**src/rtl/step_sequencer.sv**
```systemverilog
// ---------------------------------------------------------------------------
// step_sequencer
//
// One-hot step generator for a multi-cycle processor datapath
// (fetch/decode/execute/memory/writeback, or as many steps as configured).
// The sequence advances on an internal clock-enable prescaler, so the whole
// design runs on a single clock with no derived clocks. The control unit
// uses the step outputs to gate its per-phase register enables.
//
// Parameters:
//   NUM_STEPS  number of steps per instruction (>= 2); width of step
//   DIV        clk cycles per step advance (>= 1)
//   IDX_W      width of the binary step index (derived, not overridable)
//
// Ports:
//   clk         system clock, all state on its rising edge
//   reset       synchronous, active-low reset (0 = reset)
//   stall       level; the step holds at every tick while high
//   last_step   level; the current step ends this instruction early
//   halt        level; freeze at step 0 once the current instruction ends
//   step        registered one-hot step, bit 0 = first step
//   step_idx    registered binary index of the active step
//   tick        one-cycle pulse in the cycle after the step advanced
//   instr_done  one-cycle pulse in the first cycle back at step 0 after a wrap
//   halted      level; the sequencer is frozen at step 0
// ---------------------------------------------------------------------------
module step_sequencer #(
  parameter int NUM_STEPS = 5,
  parameter int DIV       = 2,
  localparam int IDX_W    = $clog2(NUM_STEPS)
) (
  input  logic                 clk,
  input  logic                 reset,
  input  logic                 stall,
  input  logic                 last_step,
  input  logic                 halt,
  output logic [NUM_STEPS-1:0] step,
  output logic [IDX_W-1:0]     step_idx,
  output logic                 tick,
  output logic                 instr_done,
  output logic                 halted
);

  // Reject configurations that cannot form a sequence or a prescaler.
  if (NUM_STEPS < 2) begin : g_bad_steps
    $error("step_sequencer: NUM_STEPS must be >= 2");
  end
  if (DIV < 1) begin : g_bad_div
    $error("step_sequencer: DIV must be >= 1");
  end

  // A one-bit counter is kept even for DIV = 1; it then simply stays at 0.
  localparam int CNT_W = (DIV > 1) ? $clog2(DIV) : 1;

  localparam logic [NUM_STEPS-1:0] STEP_FIRST = {{(NUM_STEPS-1){1'b0}}, 1'b1};
  localparam logic [IDX_W-1:0]     IDX_LAST   = IDX_W'(NUM_STEPS - 1);
  localparam logic [CNT_W-1:0]     CNT_LAST   = CNT_W'(DIV - 1);

  logic [CNT_W-1:0]     r_div_cnt;
  logic [IDX_W-1:0]     r_step_idx;
  logic [NUM_STEPS-1:0] r_step;
  logic                 r_tick;
  logic                 r_instr_done;
  logic                 r_halted;

  logic                 w_tick_en;
  logic                 w_adv;
  logic                 w_wrap;
  logic                 w_idx_bad;
  logic [IDX_W-1:0]     w_next_idx;

  // Inputs only matter on the prescaler's terminal count.
  assign w_tick_en  = (r_div_cnt == CNT_LAST);
  assign w_adv      = w_tick_en & ~stall & ~r_halted;
  assign w_wrap     = (r_step_idx == IDX_LAST) | last_step;
  assign w_next_idx = r_step_idx + IDX_W'(1);

  // The extra leading bit keeps this a real comparison even when NUM_STEPS
  // is a power of two and an out-of-range index cannot be represented.
  assign w_idx_bad  = ({1'b0, r_step_idx} >= (IDX_W + 1)'(NUM_STEPS));

  // Free-running prescaler; stall and halt never pause it, so advances
  // always land on multiples of DIV after reset release.
  always_ff @(posedge clk) begin
    if (!reset) begin
      r_div_cnt <= '0;
    end else if (w_tick_en) begin
      r_div_cnt <= '0;
    end else begin
      r_div_cnt <= r_div_cnt + CNT_W'(1);
    end
  end

  // Step sequencing, halt handling and the pulse outputs. The pulses
  // default low every cycle so they last exactly one clock. An index that
  // somehow left the legal range is pulled back to step 0 before anything
  // else is considered. While halted, a tick with halt low only clears the
  // halt; the step stays at 0 and advancing resumes on the following tick.
  always_ff @(posedge clk) begin
    if (!reset) begin
      r_step_idx   <= '0;
      r_step       <= STEP_FIRST;
      r_tick       <= 1'b0;
      r_instr_done <= 1'b0;
      r_halted     <= 1'b0;
    end else begin
      r_tick       <= 1'b0;
      r_instr_done <= 1'b0;
      if (w_idx_bad) begin
        r_step_idx <= '0;
        r_step     <= STEP_FIRST;
      end else if (w_tick_en && r_halted) begin
        if (!halt) begin
          r_halted <= 1'b0;
        end
      end else if (w_adv) begin
        r_tick <= 1'b1;
        if (w_wrap) begin
          r_step_idx   <= '0;
          r_step       <= STEP_FIRST;
          r_instr_done <= 1'b1;
          r_halted     <= halt;
        end else begin
          r_step_idx <= w_next_idx;
          r_step     <= STEP_FIRST << w_next_idx;
        end
      end
    end
  end

  assign step       = r_step;
  assign step_idx   = r_step_idx;
  assign tick       = r_tick;
  assign instr_done = r_instr_done;
  assign halted     = r_halted;

endmodule

```
**config.mk**
```make
export PLATFORM = sky130hd
export DESIGN_NAME = step_sequencer
export DESIGN_NICKNAME = d
export VERILOG_FILES = /design/src/rtl/step_sequencer.sv
export SDC_FILE = /design/constraint.sdc
export NUM_CORES = 1
export LEC_CHECK = 0
export ABC_AREA = 1
export ABC_CLOCK_PERIOD_IN_PS = 1300
export BUFFER_PORTS_ARGS = -buffer_cell sky130_fd_sc_hd__buf_2
export CORE_MARGIN = 1
export CORE_UTILIZATION = 44
export CTS_CLUSTER_DIAMETER = 120
export DETAILED_ROUTE_END_ITERATION = 12
export PLACE_DENSITY = 0.78
export SETUP_SLACK_MARGIN = 0.1
export SYNTH_ARGS = -nofsm -noshare
export SYNTH_HDL_FRONTEND = slang
export SYNTH_SLANG_ARGS = --single-unit
```
**constraint.sdc**
```tcl
create_clock -name clk -period 1.3 [get_ports clk]
set_input_delay 0.065 -clock clk [delete_from_list [all_inputs] [get_ports clk]]
set_output_delay 0.065 -clock clk [all_outputs]
set_load 0.01 [all_outputs]
```
==> results.sh <==
export IMPL_detail_route_antenna_nets=0
export IMPL_worst_endpoint_arrival_ns=1.40
export IMPL_rsz0062_at_grt="true"
export IMPL_status="complete, no violations"
export IMPL_gp_congestion=0.759
export IMPL_fin_util=0.680
export IMPL_wire_per_inst_um=11.4
export IMPL_core_mm2=0.00130
export IMPL_period_share=0.951
export IMPL_drive_gt1_frac=0.476
export IMPL_synth_cells=76
export IMPL_final_cell_mix="buf_2, nand2_1, dfxtp_1"
export IMPL_syn_nets=88
export IMPL_cts_hold_repair_buffers=0
export IMPL_synth_top_cell_by_area="dfxtp_1"
export IMPL_worstSetupStartpoint="step_idx[0]"
export IMPL_crit_type="reg2reg"
export IMPL_tightest_slew_ns=0.353
export IMPL_reg2reg_depth=8
export IMPL_grt_pass1_vias=495
export IMPL_synth_top_area_share=0.388
export IMPL_finalHoldViolCount=0
export IMPL_final_cells=118
export IMPL_num_antenna_cells=0
export IMPL_root_buffer="clkbuf_4"
export IMPL_die_area_mm2=0.00156
export IMPL_syn_area_um2=619
export IMPL_setup_viol=0
export IMPL_synth_ff_type="dfxtp_1"
export IMPL_start_util=0.476
export IMPL_gr_usage_all_layers=0.207
export IMPL_die_h_um=39.5
export IMPL_yosys_warnings=0
export IMPL_p_leak_nw=0.428
export IMPL_antenna_found_initial=0
export IMPL_synth_avg_cell_area_um2=8.15
export IMPL_clock_fmax_mhz=809
export IMPL_drtIter0Drc=7
export IMPL_io_pins=16
export IMPL_reg2reg_to="step[0]"
export IMPL_final_common_cell="buf_2"
export IMPL_syn2layout_area_growth_pct=42.8
export IMPL_dp_cells=106
export IMPL_cp_data_required_time_ns=1.46
export IMPL_maxSlewViolCount=0
export IMPL_synthArstFlopShare=0
export IMPL_fin_nets=116
export IMPL_synth_area_top_cells="dfxtp_1, ha_1, nand2_1"
export IMPL_rows=13
export IMPL_grt_pass1_wl_um=2120
export IMPL_grt_max_degree=14
export IMPL_drc=0
export IMPL_die_w_um=39.5
export IMPL_dr_pass1_iters=4
export IMPL_grt_overflow_total=0
export IMPL_htree_levels=1
export IMPL_reg2reg_slack_ns=0.06
export IMPL_wirelength_um=1350
export IMPL_skew_ns=0.00447
export IMPL_clk_latency_ns=0.27
export IMPL_slew_headroom=0.764
export IMPL_port_buffers=15
export IMPL_vias_per_cell=4.91
export IMPL_maxCapViolations=0
export IMPL_cp_end_kind="flop"
export IMPL_worstPathMaxFanout=5
export IMPL_dp_hpwl_um=808
export IMPL_cts_tree="yes"
export IMPL_worstHoldPathType="in2reg"
export IMPL_reg2reg_from="step_idx[0]"
export IMPL_synthDistinctLibCells=18
export IMPL_max_clock_path_buffers=2
export IMPL_synth_edf_count=0
export IMPL_seq_area_frac_synth=0.388
export IMPL_max_vdd_ir_drop_mv=0.364
export IMPL_min_period_ns=1.24
export IMPL_cellPowerDensity_mw_per_mm2=823
export IMPL_ys_ff_latch=12
export IMPL_start_kind="flop"
export IMPL_cts_sinks=12
export IMPL_crit_path_end="step[0]"
export IMPL_route_vias_total=579
export IMPL_tritoncts_num_buffers=3
export IMPL_cts_clk_slew_worst_paths_ns=0.08
[worst min path at each step]
stage	start	to	slack (ns)	cells past startpoint
after floorplan	reset	r_div_cnt	0.17	2
after detailed placement	reset	r_div_cnt	0.32	3
after global routing	reset	halted	0.08	3
final	reset	r_div_cnt	0.08	3
after global placement	reset	r_div_cnt	0.31	3
after CTS	reset	r_div_cnt	0.06	3
[cell usage after synthesis, types with 2 or more instances]
cell type,n
ha_1,7
inv_1,9
nor2_1,7
nand2_2,2
dfxtp_1,12
a21oi_1,6
nand3_1,6
nor3_1,2
nand2_1,16
[final cells by class]
| cell class | instances | area, µm² |
|---|---|---|
| well taps | 15 | 18.8 |
| repair buffers | 23 | 143 |
| clock buffers | 3 | 22.5 |
| inverters | 10 | 42.5 |
| clock inverters | 1 | 3.75 |
| flip-flops and latches | 12 | 248 |
| multi-input cells | 54 | 407 |
| fillers | 106 | 417 |
[critical path, cell delays in order, from the launching register on]
cell and delay, ns:
dfxtp_4 0.37, buf_6 0.12, buf_6 0.11, nor2_4 0.11, nand2_2 0.07, nand2_4 0.09
nand2_4 0.08, a21oi_2 0.11, o21ai_1 0.06
[per-stage QoR]
step | cell area (µm²) | power (mW) | setup slack (ns) | TNS, ns | hold WS (ns)
after floorplan | 629 | 0.448 | 0.111 | 0 | 0.172
after global placement | 719 | 0.470 | 0.0648 | 0 | 0.313
after detailed placement | 719 | 0.472 | 0.0214 | 0 | 0.318
after CTS | 832 | 0.727 | 0.0654 | 0 | 0.0630
after global routing | 885 | 0.776 | -0.0104 | -0.0104 | 0.0815
final | 885 | 0.728 | 0.0642 | 0 | 0.0790
[flip-flops by register name, indices dropped and copies added (netlist names)]
name and cells:
instr_done 1, step_idx 3, r_div_cnt 1, halted 1, step 5, tick 1
[timing repair]
item                       in CTS  in global routing
gates resized for setup        11                 12
buffers inserted                6                  1
cloned                          1                  0
setup endpoints to repair      10                 11
pin swaps                       6                  9
[cells by family (layout without fill, tap and decap cells)]
group / count (synthesis) / count (layout) / synth area share
AND/OR/NAND/NOR: 37 / 38 / 0.297
flip-flops: 12 / 12 / 0.388
AO/OA/AOI/OAI: 8 / 8 / 0.0687
adder cells (fa/ha/maj): 7 / 7 / 0.141
XOR/XNOR: 1 / 1 / 0.0263
buffers and inverters: 11 / 37 / 0.0788
[routing by layer]
layer	up-vias	part of all wire	routed length, µm	track usage
met5	-	0	0	0
met4	0	0.0052	7	0.103
met3	2	0.056	75	0.0511
met2	21	0.48	648	0.307
met1	258	0.46	614	0.273
li1	298	-	-	-
[where the power goes]
| group | leakage [nW] | total (mW) | switching (mW) | internal (mW) |
|---|---|---|---|---|
| combinational | 0.314 | 0.112 | 0.0606 | 0.0510 |
| clock | 0.0154 | 0.231 | 0.120 | 0.111 |
| sequential | 0.0991 | 0.385 | 0.00996 | 0.375 |
| total | 0.428 | 0.728 | 0.191 | 0.537 |
No activity file was read; power rests on OpenSTA's default activity.
